$ cat src/rtl/axi_spi_sd_host.sv
// Single-outstanding AXI-Lite master: turns one host register command into an
// AXI-Lite read or write, with a per-transaction bus-stall timeout.
//
// state   | meaning
// IDLE    | CMD_READY high, waiting for a host command
// WR_AW_W | AWVALID/WVALID offered, each drops after its own handshake
// WR_B    | BREADY high, waiting for the write response
// RD_AR   | ARVALID offered, waiting for ARREADY
// RD_R    | RREADY high, waiting for read data
// RSP     | result presented on RSP_*, waiting for RSP_READY
module axi_spi_sd_host #(
   parameter int C_M_AXI_ADDR_WIDTH = 4,
   parameter int C_M_AXI_DATA_WIDTH = 32,
   parameter int C_TIMEOUT_CYCLES   = 256
) (
   input  logic                          M_AXI_ACLK,
   input  logic                          M_AXI_ARESETN,
   input  logic                          CMD_VALID,
   output logic                          CMD_READY,
   input  logic                          CMD_WRITE,
   input  logic [C_M_AXI_ADDR_WIDTH-1:0] CMD_ADDR,
   input  logic [C_M_AXI_DATA_WIDTH-1:0] CMD_WDATA,
   output logic                          RSP_VALID,
   input  logic                          RSP_READY,
   output logic [C_M_AXI_DATA_WIDTH-1:0] RSP_RDATA,
   output logic [1:0]                    RSP_RESP,
   output logic                          RSP_TIMEOUT,
   output logic [C_M_AXI_ADDR_WIDTH-1:0] M_AXI_AWADDR,
   output logic [2:0]                    M_AXI_AWPROT,
   output logic                          M_AXI_AWVALID,
   input  logic                          M_AXI_AWREADY,
   output logic [C_M_AXI_DATA_WIDTH-1:0] M_AXI_WDATA,
   output logic [3:0]                    M_AXI_WSTRB,
   output logic                          M_AXI_WVALID,
   input  logic                          M_AXI_WREADY,
   input  logic [1:0]                    M_AXI_BRESP,
   input  logic                          M_AXI_BVALID,
   output logic                          M_AXI_BREADY,
   output logic [C_M_AXI_ADDR_WIDTH-1:0] M_AXI_ARADDR,
   output logic [2:0]                    M_AXI_ARPROT,
   output logic                          M_AXI_ARVALID,
   input  logic                          M_AXI_ARREADY,
   input  logic [C_M_AXI_DATA_WIDTH-1:0] M_AXI_RDATA,
   input  logic [1:0]                    M_AXI_RRESP,
   input  logic                          M_AXI_RVALID,
   output logic                          M_AXI_RREADY
);

   localparam int CW = $clog2(C_TIMEOUT_CYCLES + 1);
   localparam logic [CW-1:0] TMO_LAST = CW'(C_TIMEOUT_CYCLES - 1);

   typedef enum logic [2:0] {IDLE, WR_AW_W, WR_B, RD_AR, RD_R, RSP} state_t;

   state_t                          state_q;
   logic                            cmd_ready_q;
   logic [C_M_AXI_ADDR_WIDTH-1:0]   addr_q;
   logic [C_M_AXI_DATA_WIDTH-1:0]   wdata_q;
   logic [CW-1:0]                   cnt_q;
   logic                            awvalid_q, wvalid_q, bready_q, arvalid_q, rready_q;
   logic                            rsp_valid_q, rsp_timeout_q;
   logic [1:0]                      rsp_resp_q;
   logic [C_M_AXI_DATA_WIDTH-1:0]   rsp_rdata_q;

   logic aw_ok, w_ok, busy, advance, abort;

   // A channel counts as done if it already handshook or is handshaking now.
   assign aw_ok = !awvalid_q || M_AXI_AWREADY;
   assign w_ok  = !wvalid_q  || M_AXI_WREADY;
   assign busy  = (state_q == WR_AW_W) || (state_q == WR_B) ||
                  (state_q == RD_AR)   || (state_q == RD_R);

   always_comb begin
      advance = 1'b0;
      case (state_q)
         WR_AW_W: advance = aw_ok && w_ok;
         WR_B:    advance = M_AXI_BVALID;
         RD_AR:   advance = M_AXI_ARREADY;
         RD_R:    advance = M_AXI_RVALID;
         default: advance = 1'b0;
      endcase
   end

   // A completing handshake on the final counted cycle wins over the timeout.
   assign abort = busy && (cnt_q == TMO_LAST) && !advance;

   always_ff @(posedge M_AXI_ACLK or negedge M_AXI_ARESETN) begin
      if (!M_AXI_ARESETN) begin
         state_q       <= IDLE;
         cmd_ready_q   <= 1'b0;
         addr_q        <= '0;
         wdata_q       <= '0;
         cnt_q         <= '0;
         awvalid_q     <= 1'b0;
         wvalid_q      <= 1'b0;
         bready_q      <= 1'b0;
         arvalid_q     <= 1'b0;
         rready_q      <= 1'b0;
         rsp_valid_q   <= 1'b0;
         rsp_timeout_q <= 1'b0;
         rsp_resp_q    <= 2'b00;
         rsp_rdata_q   <= '0;
      end else begin
         if (busy) cnt_q <= cnt_q + CW'(1);
         if (abort) begin
            awvalid_q     <= 1'b0;
            wvalid_q      <= 1'b0;
            bready_q      <= 1'b0;
            arvalid_q     <= 1'b0;
            rready_q      <= 1'b0;
            rsp_valid_q   <= 1'b1;
            rsp_timeout_q <= 1'b1;
            rsp_resp_q    <= 2'b10;
            rsp_rdata_q   <= '0;
            state_q       <= RSP;
         end else begin
            case (state_q)
               IDLE: begin
                  cmd_ready_q <= 1'b1;
                  if (CMD_VALID && cmd_ready_q) begin
                     cmd_ready_q <= 1'b0;
                     addr_q      <= CMD_ADDR;
                     wdata_q     <= CMD_WDATA;
                     cnt_q       <= '0;
                     if (CMD_WRITE) begin
                        awvalid_q <= 1'b1;
                        wvalid_q  <= 1'b1;
                        state_q   <= WR_AW_W;
                     end else begin
                        arvalid_q <= 1'b1;
                        state_q   <= RD_AR;
                     end
                  end
               end
               WR_AW_W: begin
                  if (awvalid_q && M_AXI_AWREADY) awvalid_q <= 1'b0;
                  if (wvalid_q && M_AXI_WREADY)   wvalid_q  <= 1'b0;
                  if (advance) begin
                     bready_q <= 1'b1;
                     state_q  <= WR_B;
                  end
               end
               WR_B: begin
                  if (advance) begin
                     bready_q      <= 1'b0;
                     rsp_valid_q   <= 1'b1;
                     rsp_timeout_q <= 1'b0;
                     rsp_resp_q    <= M_AXI_BRESP;
                     rsp_rdata_q   <= '0;
                     state_q       <= RSP;
                  end
               end
               RD_AR: begin
                  if (advance) begin
                     arvalid_q <= 1'b0;
                     rready_q  <= 1'b1;
                     state_q   <= RD_R;
                  end
               end
               RD_R: begin
                  if (advance) begin
                     rready_q      <= 1'b0;
                     rsp_valid_q   <= 1'b1;
                     rsp_timeout_q <= 1'b0;
                     rsp_resp_q    <= M_AXI_RRESP;
                     rsp_rdata_q   <= M_AXI_RDATA;
                     state_q       <= RSP;
                  end
               end
               RSP: begin
                  if (RSP_READY) begin
                     rsp_valid_q <= 1'b0;
                     cmd_ready_q <= 1'b1;
                     state_q     <= IDLE;
                  end
               end
               default: state_q <= IDLE;
            endcase
         end
      end
   end

   assign CMD_READY     = cmd_ready_q;
   assign RSP_VALID     = rsp_valid_q;
   assign RSP_RDATA     = rsp_rdata_q;
   assign RSP_RESP      = rsp_resp_q;
   assign RSP_TIMEOUT   = rsp_timeout_q;
   assign M_AXI_AWADDR  = addr_q;
   assign M_AXI_AWPROT  = 3'b000;
   assign M_AXI_AWVALID = awvalid_q;
   assign M_AXI_WDATA   = wdata_q;
   assign M_AXI_WSTRB   = 4'hF;
   assign M_AXI_WVALID  = wvalid_q;
   assign M_AXI_BREADY  = bready_q;
   assign M_AXI_ARADDR  = addr_q;
   assign M_AXI_ARPROT  = 3'b000;
   assign M_AXI_ARVALID = arvalid_q;
   assign M_AXI_RREADY  = rready_q;

endmodule

$ cat config.mk
export PLATFORM = sky130hd
export DESIGN_NAME = axi_spi_sd_host
export DESIGN_NICKNAME = d
export VERILOG_FILES = /design/src/rtl/axi_spi_sd_host.sv
export SDC_FILE = /design/constraint.sdc
export NUM_CORES = 1
export LEC_CHECK = 0
export ABC_AREA = 0
export BUFFER_PORTS_ARGS = -buffer_cell sky130_fd_sc_hd__buf_2
export CELL_PAD_IN_SITES_DETAIL_PLACEMENT = 1
export CELL_PAD_IN_SITES_GLOBAL_PLACEMENT = 1
export CORE_MARGIN = 2
export CORE_UTILIZATION = 30
export DETAILED_ROUTE_END_ITERATION = 16
export HOLD_SLACK_MARGIN = 0.03
export PLACE_DENSITY_LB_ADDON = 0.3
export SLEW_MARGIN = 25
export SYNTH_ARGS = -nofsm -noshare
export SYNTH_HDL_FRONTEND = slang
export SYNTH_SLANG_ARGS = --single-unit
$ cat constraint.sdc
create_clock -name M_AXI_ACLK -period 3.4 [get_ports M_AXI_ACLK]
set_clock_uncertainty 0.1 [all_clocks]
set_input_delay 0.51 -clock M_AXI_ACLK [delete_from_list [all_inputs] [get_ports M_AXI_ACLK]]
set_output_delay 0.51 -clock M_AXI_ACLK [all_outputs]
set_load 0.05 [all_outputs]
==> impl_metrics.tcl <==
set metrics [dict create \
    worst_path_largest_cell_delay_ns 0.63 \
    post-dp-hpwl_um 7460 \
    setup_viol 0 \
    period_share 0.769 \
    cts_resized 0 \
    power.leakage_nw 2.62 \
    grt_usage 0.148 \
    synth_mux_area_frac 0.119 \
    grt_max_degree 79 \
    status "finished clean" \
    power_density_nw_per_um2 1170 \
    synth-compound-area-share 0.154 \
    synthFlopType "dfrtp_1" \
    numClockSinks 90 \
    antenna_cells 0 \
    globalRouteOverflowTotal 0 \
    synthSimpleGateAreaFrac 0.0711 \
    fin_cells 645 \
    synth.avg_cell_area_um2 12.6 \
    yosysMostFrequentCell "dfrtp_1" \
    boundaryPins 174 \
    final_hold_viol_count 0 \
    critPathSlowestCell "dfrtp_1" \
    cts_tree "built" \
    arrival_ns 2.73 \
    numCtsBuffers 9 \
    worst_setup_path_start_kind "flop" \
    ys_warn_count 0 \
    netlist_instances 312 \
    synth_seq_cells 90 \
    die_h_um 118 \
    power_mw 6.06 \
    post_cts_buffers 0 \
    rsz0062_at_grt "no" \
    synthTopCellsByCount "dfrtp_1 (90), mux2_1 (36), a22o_1 (32), nor2_1 (18)" \
    clk_latency_ns 0.34 \
    h-tree-depth 3 \
    yosysTopAreaCell "dfrtp_1" \
    antenna_found_initial 0 \
    max_freq_ghz 0.383 \
    drc 0 \
    synthTopCellsByArea "dfrtp_1 (57%), mux2_1 (10%), a22o_1 (7.1%), buf_4 (2.9%), a21oi_1 (1.8%)" \
    drv_slew 0 \
    hold_slack_ns 0.101 \
    max_slew_margin 0.526 \
    setup_slack_ns 0.786 \
    period_needed_ns 2.61 \
    core_um2 12700 \
    drive_gt1_frac 0.416 \
    dp_cells 629 \
    tightest_slew_ns 0.710 \
    end_kind "flop" \
    placementRows 41 \
    viasPerCell 4.73 \
    async_flop_share 1.00 \
    hp-class "primary input to asynchronous set/reset pin" \
    fin_nets 552 \
    grt_pass1_wl_um 16500 \
    routed_wl_um 10100 \
    synthToLayoutAreaGrowth_pct 32.4 \
    crit_chain "nor3_2 > and3_2 > buf_12 > mux2_1" \
    gp_congestion 0.831 \
    vdd_drop_max_uv 329 \
    wl_per_cell_um 15.7 \
    first_iter_violations 151 \
    vias 3054 \
    yosysSeqAreaShare 0.574 \
    criticalPathCategory "flop to flop" \
    synth.cell_area_um2 3930 \
    drtAntennaViolNets 0 \
    crit_buf_inv 1 \
    netlist-cell-type-count 51 \
    maxCapViolCount 0 \
    yosys.area_share.xor_xnor 0.0156 \
    synth-edff-count 0 \
    hold_buffers 0 \
    port_buffers 163 \
    crit_fanout 26 \
    synth_top_family_by_area "compound AO/OA/AOI/OAI gates" \
    yosys.area_share.adder 0.00638 \
    first_global_vias 3085 \
    dr.pass1.iters 4 \
    required_ns 3.51 \
    path_clk_slew_ns 0.06 \
    tns_ns 0 \
    clk_path_buf_depth 2 \
    dp_slack_ns 0.735 \
    die_area_um2 14000 \
    cts_root_buffer "clkbuf_16" \
    start_util 0.309 \
    die_w_um 118 \
    yosysTopAreaCellShare 0.574 \
    crit_family "simple AND/OR/NAND/NOR gates" \
]
[through the flow]
| step | utilization | cell area [um2] |
|---|---|---|
| 6_report | 0.409 | 5200 |
| 5_1_grt | 0.409 | 5200 |
| 4_1_cts | 0.408 | 5190 |
| 3_5_place_dp | 0.381 | 4840 |
| 3_3_place_gp | 0.381 | 4840 |
| 2_1_floorplan | - | 3960 |
[power by group]
group          internal, mW  switching [mW]
clock                 0.741           0.423
combinational         0.849            2.21
sequential             1.51           0.325
[path summary, 6_finish.rpt]
kind / start / endpoint / slack [ns] / cells after the start
setup / recovery: state_q[0] / M_AXI_WDATA[27] / 0.79 / 4
hold / removal: M_AXI_ARESETN / M_AXI_WDATA[21] / 0.10 / 1
setup reg to reg: state_q[0] / M_AXI_WDATA[27] / 0.79 / 4
hold reg to reg: RSP_TIMEOUT / RSP_TIMEOUT / 0.38 / 1
max in group asynchronous: M_AXI_ARESETN / RSP_RDATA[0] / 2.41 / 2
min in group M_AXI_ACLK: CMD_WDATA[3] / M_AXI_WDATA[3] / 0.28 / 2
[sequential cells by signal, summed over array words and instances, names as in the netlist]
register	flops
CMD_READY	1
state_q	3
cnt_q	9
RSP_VALID	1
M_AXI_WVALID	1
M_AXI_ARADDR	4
M_AXI_RREADY	1
RSP_RDATA	32
M_AXI_BREADY	1
RSP_RESP	2
M_AXI_ARVALID	1
M_AXI_AWVALID	1
M_AXI_WDATA	32
RSP_TIMEOUT	1
[logic make-up (layout without fill, tap and decap cells)]
kind of cell,count (synthesis),after routing
other,2,10
muxes,41,41
and+or+nand+nor,57,57
adders and majority gates,2,2
DFF,90,90
xor gates and xnor gates,7,7
buffers and inverters,36,189
AOI/OAI and AO/OA,77,77
[final cells by class]
class | instances | area, um2
repair buffers | 167 | 865
clock inverters | 6 | 113
well taps | 172 | 215
clock buffers | 10 | 239
multi-input cells | 194 | 1490
flip-flops and latches | 90 | 2250
inverters | 6 | 22.5
fillers | 1448 | 7520
[placed cells by master, fill, tap and decap left out, types with 2 or more instances in the layout]
cell       Yosys  layout
buf_2          5     162
a211oi_4       2       2
a21oi_1       14      14
nor3_1         3       3
mux2_4         2       2
o22ai_1        3       3
inv_1          5       5
nor2b_1        2       2
nand4_1        2       2
a211oi_1       3       3
a31oi_1        2       2
a22o_1        32      32
o32ai_1        3       3
o21ai_1        2       2
nand2_1       15      15
bufinv_16      0       3
clkbuf_16      0       9
xor2_1         4       4
mux2i_1        2       2
xnor2_1        3       3
buf_4         15       3
nor2_1        18      18
ha_1           2       2
dfrtp_1       90      90
conb_1         2      10
nand3_1        4       4
mux2_1        36      36
a21o_1         2       2
nand2b_1       2       2
o21ai_0        5       5
[routing by layer]
layer  GRT usage  share of wire  up-vias  wire length, um
met5           0              0        -                0
met4      0.0714          0.020        0              205
met3      0.0261          0.043       13              434
met2       0.250           0.50       90             5060
met1       0.182           0.44     1529             4430
li1            -              -     1422                -
Note: power is estimated with default switching activity, not from simulation.
